**src/rtl/fc_seq_pkg.sv**
```systemverilog
// Shared types and defaults for the FC-layer loop sequencer
// and the stall watchdog it instantiates.
package fc_seq_pkg;

   localparam int IDX_W = 8;

   localparam int DEF_MAX_IN     = 120;
   localparam int DEF_MAX_OUT    = 84;
   localparam int DEF_AW         = 16;
   localparam int DEF_MAC_LAT    = 3;
   localparam int DEF_WD_TIMEOUT = 1024;

   typedef logic [IDX_W-1:0] idx_t;

   typedef enum logic [2:0] {
      IDLE,
      RUN,
      DRAIN,
      EMIT,
      DONE
   } state_t;

endpackage

```
**src/rtl/fc_loop_sequencer_if.sv**
```systemverilog
// Control, buffer-issue and result-stream bundle of the
// FC-layer loop sequencer.
interface fc_loop_sequencer_if
   import fc_seq_pkg::*;
#(
   parameter int AW = DEF_AW
);

   logic          start;
   idx_t          n_in;
   idx_t          n_out;
   logic          busy;
   logic          done;
   logic          rd_en;
   idx_t          x_addr;
   logic [AW-1:0] w_addr;
   logic          acc_clr;
   logic          acc_en;
   logic          out_valid;
   logic          out_ready;
   idx_t          out_idx;
   logic          block;

   modport master (
      input  start, n_in, n_out, out_ready,
      output busy, done, rd_en, x_addr, w_addr,
      output acc_clr, acc_en, out_valid, out_idx, block
   );

   modport slave (
      output start, n_in, n_out, out_ready,
      input  busy, done, rd_en, x_addr, w_addr,
      input  acc_clr, acc_en, out_valid, out_idx, block
   );

endinterface

```
**src/rtl/fc_stall_watchdog.sv**
```systemverilog
// Saturating stall counter with a sticky block flag; shared by
// the layer sequencers' deadlock monitors.
module fc_stall_watchdog
   import fc_seq_pkg::*;
#(
   parameter int TIMEOUT = DEF_WD_TIMEOUT
) (
   input  logic clock,
   input  logic reset,
   input  logic stall,
   input  logic clear,
   output logic block
);

   localparam int CW = $clog2(TIMEOUT + 1);

   logic [CW-1:0] cnt;
   logic [CW-1:0] cnt_inc;

   assign cnt_inc = (cnt == CW'(TIMEOUT)) ? cnt : cnt + CW'(1);

   // Count consecutive stall cycles; any gap in stalling is a
   // handshake, so the count restarts while the flag persists.
   always_ff @(posedge clock or posedge reset) begin
      if (reset) begin
         cnt   <= '0;
         block <= 1'b0;
      end else if (clear) begin
         cnt   <= '0;
         block <= 1'b0;
      end else if (stall) begin
         cnt <= cnt_inc;
         if (cnt_inc == CW'(TIMEOUT))
            block <= 1'b1;
      end else begin
         cnt <= '0;
      end
   end

endmodule

```
**src/rtl/fc_loop_sequencer.sv**
```systemverilog
// Output-neuron x input-element loop sequencer for the FC layer:
// issues buffer reads/MAC control and streams one result per neuron.
module fc_loop_sequencer
   import fc_seq_pkg::*;
#(
   parameter int MAX_IN     = DEF_MAX_IN,
   parameter int MAX_OUT    = DEF_MAX_OUT,
   parameter int AW         = DEF_AW,
   parameter int MAC_LAT    = DEF_MAC_LAT,
   parameter int WD_TIMEOUT = DEF_WD_TIMEOUT
) (
   input  logic                clock,
   input  logic                reset,
   fc_loop_sequencer_if.master bus
);

   localparam int DW = $clog2(MAC_LAT + 1);

   if (MAX_IN * MAX_OUT > 2 ** AW) begin : g_cfg_err
      $error("weight address space too small for MAX_IN*MAX_OUT");
   end

   if (MAC_LAT < 1) begin : g_lat_err
      $error("MAC_LAT must be at least 1");
   end

   state_t        state;
   state_t        state_nx;
   idx_t          n_in_q;
   idx_t          n_out_q;
   idx_t          i_q;
   idx_t          j_q;
   logic [AW-1:0] w_base;
   logic [DW-1:0] drain_cnt;
   logic          zero_len;
   logic          last_j;
   logic          last_i;
   logic          accept;
   logic          stall;

   assign zero_len = (bus.n_in == '0) || (bus.n_out == '0);
   assign last_j   = (j_q == n_in_q - idx_t'(1));
   assign last_i   = (i_q == n_out_q - idx_t'(1));
   assign accept   = (state == IDLE) && bus.start;
   assign stall    = (state == EMIT) && !bus.out_ready;

   // State register.
   always_ff @(posedge clock or posedge reset) begin
      if (reset)
         state <= IDLE;
      else
         state <= state_nx;
   end

   // Next-state decode for the loop nest.
   always_comb begin
      state_nx = state;
      unique case (state)
         IDLE:
            if (bus.start)
               state_nx = zero_len ? DONE : RUN;
         RUN:
            if (last_j)
               state_nx = DRAIN;
         DRAIN:
            if (drain_cnt == '0)
               state_nx = EMIT;
         EMIT:
            if (bus.out_ready)
               state_nx = last_i ? DONE : RUN;
         DONE:
            state_nx = IDLE;
         default:
            state_nx = IDLE;
      endcase
   end

   // Loop indices and running weight base; w_base steps by n_in
   // per neuron so no multiplier is needed for i*n_in.
   always_ff @(posedge clock or posedge reset) begin
      if (reset) begin
         n_in_q    <= '0;
         n_out_q   <= '0;
         i_q       <= '0;
         j_q       <= '0;
         w_base    <= '0;
         drain_cnt <= '0;
      end else begin
         case (state)
            IDLE:
               if (bus.start) begin
                  n_in_q  <= bus.n_in;
                  n_out_q <= bus.n_out;
                  i_q     <= '0;
                  j_q     <= '0;
                  w_base  <= '0;
               end
            RUN:
               if (last_j)
                  drain_cnt <= DW'(MAC_LAT - 1);
               else
                  j_q <= j_q + idx_t'(1);
            DRAIN:
               if (drain_cnt != '0)
                  drain_cnt <= drain_cnt - DW'(1);
            EMIT:
               if (bus.out_ready && !last_i) begin
                  i_q    <= i_q + idx_t'(1);
                  j_q    <= '0;
                  w_base <= w_base + AW'(n_in_q);
               end
            default: ;
         endcase
      end
   end

   assign bus.busy      = (state != IDLE);
   assign bus.done      = (state == DONE);
   assign bus.rd_en     = (state == RUN);
   assign bus.acc_en    = (state == RUN);
   assign bus.acc_clr   = (state == RUN) && (j_q == '0);
   assign bus.x_addr    = j_q;
   assign bus.w_addr    = w_base + AW'(j_q);
   assign bus.out_valid = (state == EMIT);
   assign bus.out_idx   = i_q;

   fc_stall_watchdog #(
      .TIMEOUT (WD_TIMEOUT)
   ) u_wd (
      .clock (clock),
      .reset (reset),
      .stall (stall),
      .clear (accept),
      .block (bus.block)
   );

endmodule

```
**src/flat_wrapper.sv**
```systemverilog
// flat-port wrapper written by rule: the top's interface ports become plain ports
module fc_loop_sequencer_flat import fc_seq_pkg::*;
#(
   parameter int MAX_IN     = DEF_MAX_IN,
   parameter int MAX_OUT    = DEF_MAX_OUT,
   parameter int AW         = DEF_AW,
   parameter int MAC_LAT    = DEF_MAC_LAT,
   parameter int WD_TIMEOUT = DEF_WD_TIMEOUT
)
  (clock, reset, bus_start, bus_n_in, bus_n_out, bus_out_ready, bus_busy, bus_done, bus_rd_en, bus_x_addr, bus_w_addr, bus_acc_clr, bus_acc_en, bus_out_valid, bus_out_idx, bus_block);
  fc_loop_sequencer_if #(.AW(AW)) bus_i ();
  input  logic clock;
  input  logic reset;
  input wire logic [$bits(bus_i.start)-1:0] bus_start;
  input wire logic [$bits(bus_i.n_in)-1:0] bus_n_in;
  input wire logic [$bits(bus_i.n_out)-1:0] bus_n_out;
  input wire logic [$bits(bus_i.out_ready)-1:0] bus_out_ready;
  output wire logic [$bits(bus_i.busy)-1:0] bus_busy;
  output wire logic [$bits(bus_i.done)-1:0] bus_done;
  output wire logic [$bits(bus_i.rd_en)-1:0] bus_rd_en;
  output wire logic [$bits(bus_i.x_addr)-1:0] bus_x_addr;
  output wire logic [$bits(bus_i.w_addr)-1:0] bus_w_addr;
  output wire logic [$bits(bus_i.acc_clr)-1:0] bus_acc_clr;
  output wire logic [$bits(bus_i.acc_en)-1:0] bus_acc_en;
  output wire logic [$bits(bus_i.out_valid)-1:0] bus_out_valid;
  output wire logic [$bits(bus_i.out_idx)-1:0] bus_out_idx;
  output wire logic [$bits(bus_i.block)-1:0] bus_block;
  assign bus_i.start = bus_start;
  assign bus_i.n_in = bus_n_in;
  assign bus_i.n_out = bus_n_out;
  assign bus_i.out_ready = bus_out_ready;
  assign bus_busy = bus_i.busy;
  assign bus_done = bus_i.done;
  assign bus_rd_en = bus_i.rd_en;
  assign bus_x_addr = bus_i.x_addr;
  assign bus_w_addr = bus_i.w_addr;
  assign bus_acc_clr = bus_i.acc_clr;
  assign bus_acc_en = bus_i.acc_en;
  assign bus_out_valid = bus_i.out_valid;
  assign bus_out_idx = bus_i.out_idx;
  assign bus_block = bus_i.block;
  fc_loop_sequencer #(.MAX_IN(MAX_IN), .MAX_OUT(MAX_OUT), .AW(AW), .MAC_LAT(MAC_LAT), .WD_TIMEOUT(WD_TIMEOUT)) u_core (.clock(clock), .reset(reset), .bus(bus_i));
endmodule
```
**config.mk**
```make
export PLATFORM = sky130hd
export DESIGN_NAME = fc_loop_sequencer_flat
export DESIGN_NICKNAME = d
export VERILOG_FILES = /design/src/rtl/fc_seq_pkg.sv /design/src/rtl/fc_loop_sequencer_if.sv /design/src/rtl/fc_stall_watchdog.sv /design/src/rtl/fc_loop_sequencer.sv /design/src/flat_wrapper.sv
export SDC_FILE = /design/constraint.sdc
export NUM_CORES = 1
export LEC_CHECK = 0
export ABC_CLOCK_PERIOD_IN_PS = 4200
export CORE_MARGIN = 5
export CORE_UTILIZATION = 60
export DETAILED_ROUTE_END_ITERATION = 8
export GPL_ROUTABILITY_DRIVEN = 0
export GPL_TIMING_DRIVEN = 1
export HOLD_SLACK_MARGIN = 0.03
export PLACE_DENSITY = 0.86
export SLEW_MARGIN = 20
export SYNTH_ARGS = -nofsm -noshare
export SYNTH_HDL_FRONTEND = slang
export SYNTH_SLANG_ARGS = --single-unit
```
**constraint.sdc**
```tcl
create_clock -name clock -period 4.2 [get_ports clock]
set_clock_uncertainty 0.1 [all_clocks]
set_input_delay 0.84 -clock clock [delete_from_list [all_inputs] [get_ports clock]]
set_output_delay 0.84 -clock clock [all_outputs]
set_load 0.005 [all_outputs]
```
* Word-level counts from Yosys, hierarchy flattened
Index checks and enable logic that the tools add are counted.
** Operators by class
- Add/subtract/negate cells :: 8
- Equal/unequal tests :: 15
- Mux-type cells :: 25
- Reduce and logical (&&, ||, !) cells :: 25
** Operator list (count)
- 11-bit two-way mux :: 3
- 16-bit by 8-bit adder with 16-bit output :: 2
- 16-bit two-way mux :: 2
- 8-bit two-way mux :: 4
- 16-bit one-hot mux with 2 select lines :: 1
- 8-bit logical NOT :: 3
- 8-bit one-hot mux with 3 select lines :: 1
- 11-bit equality test, second input constant :: 2
- 3-bit two-way mux :: 6
- 8-bit by 1-bit adder with 8-bit output, second input constant :: 2
- 8-bit equality test :: 2
- 8-bit one-hot mux with 2 select lines :: 1
- 8-bit by 1-bit subtractor with 8-bit output, second input constant :: 2
- 3-bit one-hot mux with 4 select lines :: 1
- 11-bit by 1-bit adder with 11-bit output, second input constant :: 1
- 2-bit nonzero test :: 5
- 2-bit by 1-bit inequality test with 1-bit output, second input constant :: 4
- 4-bit AND reduction :: 2
- 3-bit by 2-bit equality test with 1-bit output, second input constant :: 2
- 2-bit inequality test, second input constant :: 3
- 3-bit AND reduction :: 2
- 3-bit nonzero test :: 2
- 1-bit logical AND :: 4
- 2-bit two-way mux :: 2
- other kinds (10) :: 14
** Word-level totals
- Logic and storage cells :: 82
- Input bits :: 20
- Output and inout port bits :: 39
- Bits in registers :: 65

* Depth between registers and ports, before layout
- Depth after elaboration :: 6
- Depth in mapped cells :: 12
- Mapped depth without buffers :: 10

* By module
A second synthesis with hierarchy kept.
** Unflattened totals
- Cells, all modules :: 527
- Area, all modules :: 4595.7 um^2
** By module, submodules not included
- fc_loop_sequencer :: area an instance 3843.7 um^2, cells each 443, instances 1
- fc_stall_watchdog :: area an instance 752.0 um^2, cells each 84, instances 1

* Worst setup path before layout
No wires, ideal clock.
- Path type :: flip-flop to output port
- Start point :: register u_core.j_q[0], in the netlist u_core.bus.x_addr[0]
- End point :: output bus_w_addr[10]
- Arrival time :: 2.143 ns
- Path buffers :: 0
- Stages on the path, launching flop included :: 11
- Setup slack :: 1.117 ns
- Data required time :: 3.260 ns
- Cell sequence :: dfrtp_1 ha_1 inv_1 fa_1 nor2b_1 o21ai_0 a21boi_0 o21ai_0 a21oi_1 nand3_1 xnor2_1
** Between the ends
- Cells in the longest elaborated chain, start to end :: 1
** RTL lines
- start, declared :: RTL line fc_loop_sequencer.sv:32 : idx_t j_q;
- start signal, assigned :: RTL line fc_loop_sequencer.sv:102 : j_q <= j_q + idx_t'(1);
- 16-bit by 8-bit adder with 16-bit output :: RTL line fc_loop_sequencer.sv:123 : assign bus.w_addr = w_base + AW'(j_q);
- end, declared :: RTL line flat_wrapper.sv:22 : output wire logic [$bits(bus_i.w_addr)-1:0] bus_w_addr;
Every way passes these cells.

* Worst setup path after layout
- Start point :: register u_core.j_q[1], in the netlist u_core.bus.x_addr[1]
- End point :: output bus_w_addr[11]
Same word-level chain as after synthesis.

==> metrics <==
post-layout worst setup margin=0.177 ns; DR WL/cell=16.1 µm; RSZ-0062 raised after global routing=false; Layout Area Growth over Synthesis=18.2%; hold_buf cts=0; Worst Setup Path Type=flip-flop to output pin; number of synthesized flops with an enable pin=0; gr ovfl total=0; Main synth FF type=dfrtp_1; Worst-path clk slew=0.08 ns; worst min path class=flip-flop to flip-flop; Post-Syn Area=4620 µm²; Yosys cell types=65; Cells after Synth=546; nets=644; CP Max Fanout=9; top cells by area, synth=dfrtp_1, ha_1, nand2_1, xnor2_1, xor2_1; Layout fillers=585; mean post-synth cell area=8.46 µm²; Critical Path RT=3.26 ns; Die Wd=97.7 µm; FFs w/ async S/R, synth=100%; DP Worst Slack=0.297 ns; first-pass GRT wire length=19300 µm; Worst-Margin Slew=0.660 ns; hpwl dp=8260 µm; pwr dens=502 nW/µm²; Tcrit/Tclk final=95.8%; Reg area=1630 µm²; number of global-route vias before repair=4102; initial antenna violation count=0; CTS buffer count=9; diodes inserted=0; pin count of the biggest net entering global routing=43; yosys warns=0; setup_tns=0 ns; Initial Util=60.7%; Final Max Slew Viols=0; DRT Wirelength=11400 µm; final setup vio count=0; vias per cell=6.03; FMAX=249 MHz; htree depth=3; final non-filler cell total=705; clock buffer depth=2; Max-Cap Viols=0; DRC Markers=0; I/O Buffers=58; Fin. Hold Viols=0; clk_lat worst skew=0.36 ns; Tmin final=4.02 ns; arrival time at the worst endpoint=3.08 ns; Final ANT Viol Nets=0; Die ar.=9550 µm²; core area=7610 µm²; Sink Count=65; Synth area leader=dfrtp_1; Leak=2.35 nW; Yosys top cell area share=35.2%; Seq/Total Area, Yosys=35.2%; Max-slew headroom=56.0%; standard-cell row count=32; status=completed; io pins=59; vias=4249; Cell Area, Placed=5270 µm²; CTS tree=built; Initial DRC Count=210; Setup crit start kind=flip-flop; Multi-input gate area=2780 µm²; synthesized flop and latch total=65; dpl cells=687; Mapped Nets=592; root buffer cell=clkbuf_8; post-route cell area=5460 µm²; First-pass DRT Iterations=4; DIE HEIGHT=97.7 µm; Total GRT Usage=24.4%; crit end category=output pin; share of post-route cells with drive strength above 1=6.63%; Max VDD drop=0.416 mV
-- state kept, by name, summed over array words and instances, names as in the netlist --
register / count
u_core.bus.x_addr: 8
u_core.u_wd.block: 1
u_core.n_in_q: 8
u_core.n_out_q: 8
u_core.w_base: 16
u_core.u_wd.cnt: 11
u_core.state: 3
u_core.bus.out_idx: 8
u_core.drain_cnt: 2
-- cells in the final DEF, fill, tap and decap left out, types with 4 or more instances in the layout --
| cell type | n |
|---|---|
| nor3_1 | 15 |
| xnor2_1 | 27 |
| buf_4 | 9 |
| o31ai_1 | 12 |
| nor2_1 | 41 |
| or4_1 | 5 |
| clkdlybuf4s50_1 | 58 |
| nand4_1 | 8 |
| o21ai_0 | 30 |
| nor4b_1 | 4 |
| a21oi_1 | 24 |
| or3_1 | 10 |
| mux2i_1 | 5 |
| nor2b_1 | 6 |
| clkbuf_8 | 10 |
| and2_1 | 4 |
| o21ai_1 | 6 |
| ha_1 | 24 |
| and3_1 | 4 |
| nand3_1 | 25 |
| inv_1 | 26 |
| xor2_1 | 24 |
| nand2_1 | 77 |
| dfrtp_1 | 63 |
| nor4_1 | 7 |
| nand2b_1 | 12 |
-- path summary, 6_finish.rpt --
path                                                       start                                to  slack [ns]  cells after the start
worst max-delay path            u_core.bus.x_addr[1]$_DFFE_PP0P_                    bus_w_addr[11]        0.18                      9
worst min register to register     u_core.u_wd.block$_DFFE_PP0P_     u_core.u_wd.block$_DFFE_PP0P_        0.38                      2
worst max register to register     u_core.n_out_q[0]$_DFFE_PP0P_     u_core.w_base[10]$_DFFE_PP0P_        1.14                     10
min in group asynchronous                                  reset      u_core.u_wd.cnt[6]$_DFF_PP0_        0.74                      2
worst min-delay path               u_core.u_wd.block$_DFFE_PP0P_     u_core.u_wd.block$_DFFE_PP0P_        0.38                      2
max in group asynchronous                                  reset  u_core.bus.x_addr[1]$_DFFE_PP0P_        2.30                      3
-- layer usage --
| layer | vias to the layer above | GRT usage [%] | part of all wire [%] |
|---|---|---|---|
| met5 | - | 0 | 0 |
| met4 | 0 | 8.41 | 2.1 |
| met3 | 24 | 4.36 | 5.1 |
| met2 | 128 | 40.6 | 49 |
| met1 | 2068 | 32.3 | 43 |
| li1 | 2029 | - | - |
-- final cells by class --
type | count | area share, %
timing repair buffer | 67 | 11.9
inverter | 27 | 1.86
sequential | 65 | 29.8
tap | 102 | 2.34
clock buffer | 11 | 2.59
multi-input combinational | 428 | 50.9
clock inverter | 5 | 0.573
-- synth_stat cells, drive strengths merged, types with 6 or more instances --
cell,instances
nand4,8
nand3,25
nor4,9
xor2,24
o31ai,13
dfrtp,65
nor2,43
ha,24
o21ai,37
nand2,77
inv,27
clkbuf,21
or3,10
a21oi,25
nor2b,6
nor3,15
xnor2,28
nand2b,12
-- where the power goes --
| part | internal, mW | switching, mW |
|---|---|---|
| Sequential | 0.752 | 0.200 |
| Combinational | 0.579 | 0.719 |
| Clock | 0.228 | 0.262 |
-- worst max-delay path, stage by stage, from the launching register on --
cell and delay, ns:
dfrtp_2 0.49, ha_1 0.31, a21o_1 0.18, a21oi_1 0.22, nor2b_1 0.10, o31ai_1 0.38, o21ai_1 0.24, nand3_1 0.15
xnor2_1 0.12, clkdlybuf4s50_1 0.52
-- cells by family (layout without fill, tap and decap cells) --
family	after synthesis	after routing	synth area share, %
and+or+nand+nor	234	234	25.4
buffers and inverters	53	110	4.85
DFF	65	65	35.2
muxes	6	6	1.33
xor gates and xnor gates	52	52	10.0
adders and majority gates	26	26	7.37
AOI/OAI and AO/OA	110	110	15.8
-- stage by stage --
stage	hold slack [ns]	util (%)	power (mW)
finish	0.382	71.8	2.74
global route	0.436	71.8	2.93
CTS	0.389	71.5	2.72
detailed placement	0.370	69.2	2.21
global placement	0.362	69.2	2.15
floorplan	0.365	-	1.78
-- repair_timing --
item | in CTS | in global routing
setup endpoints to repair | 3 | 8
resized for setup | 2 | 4
pin swaps | 0 | 2
setup buffers | 0 | 2
Power figures use the tool's default switching activity.
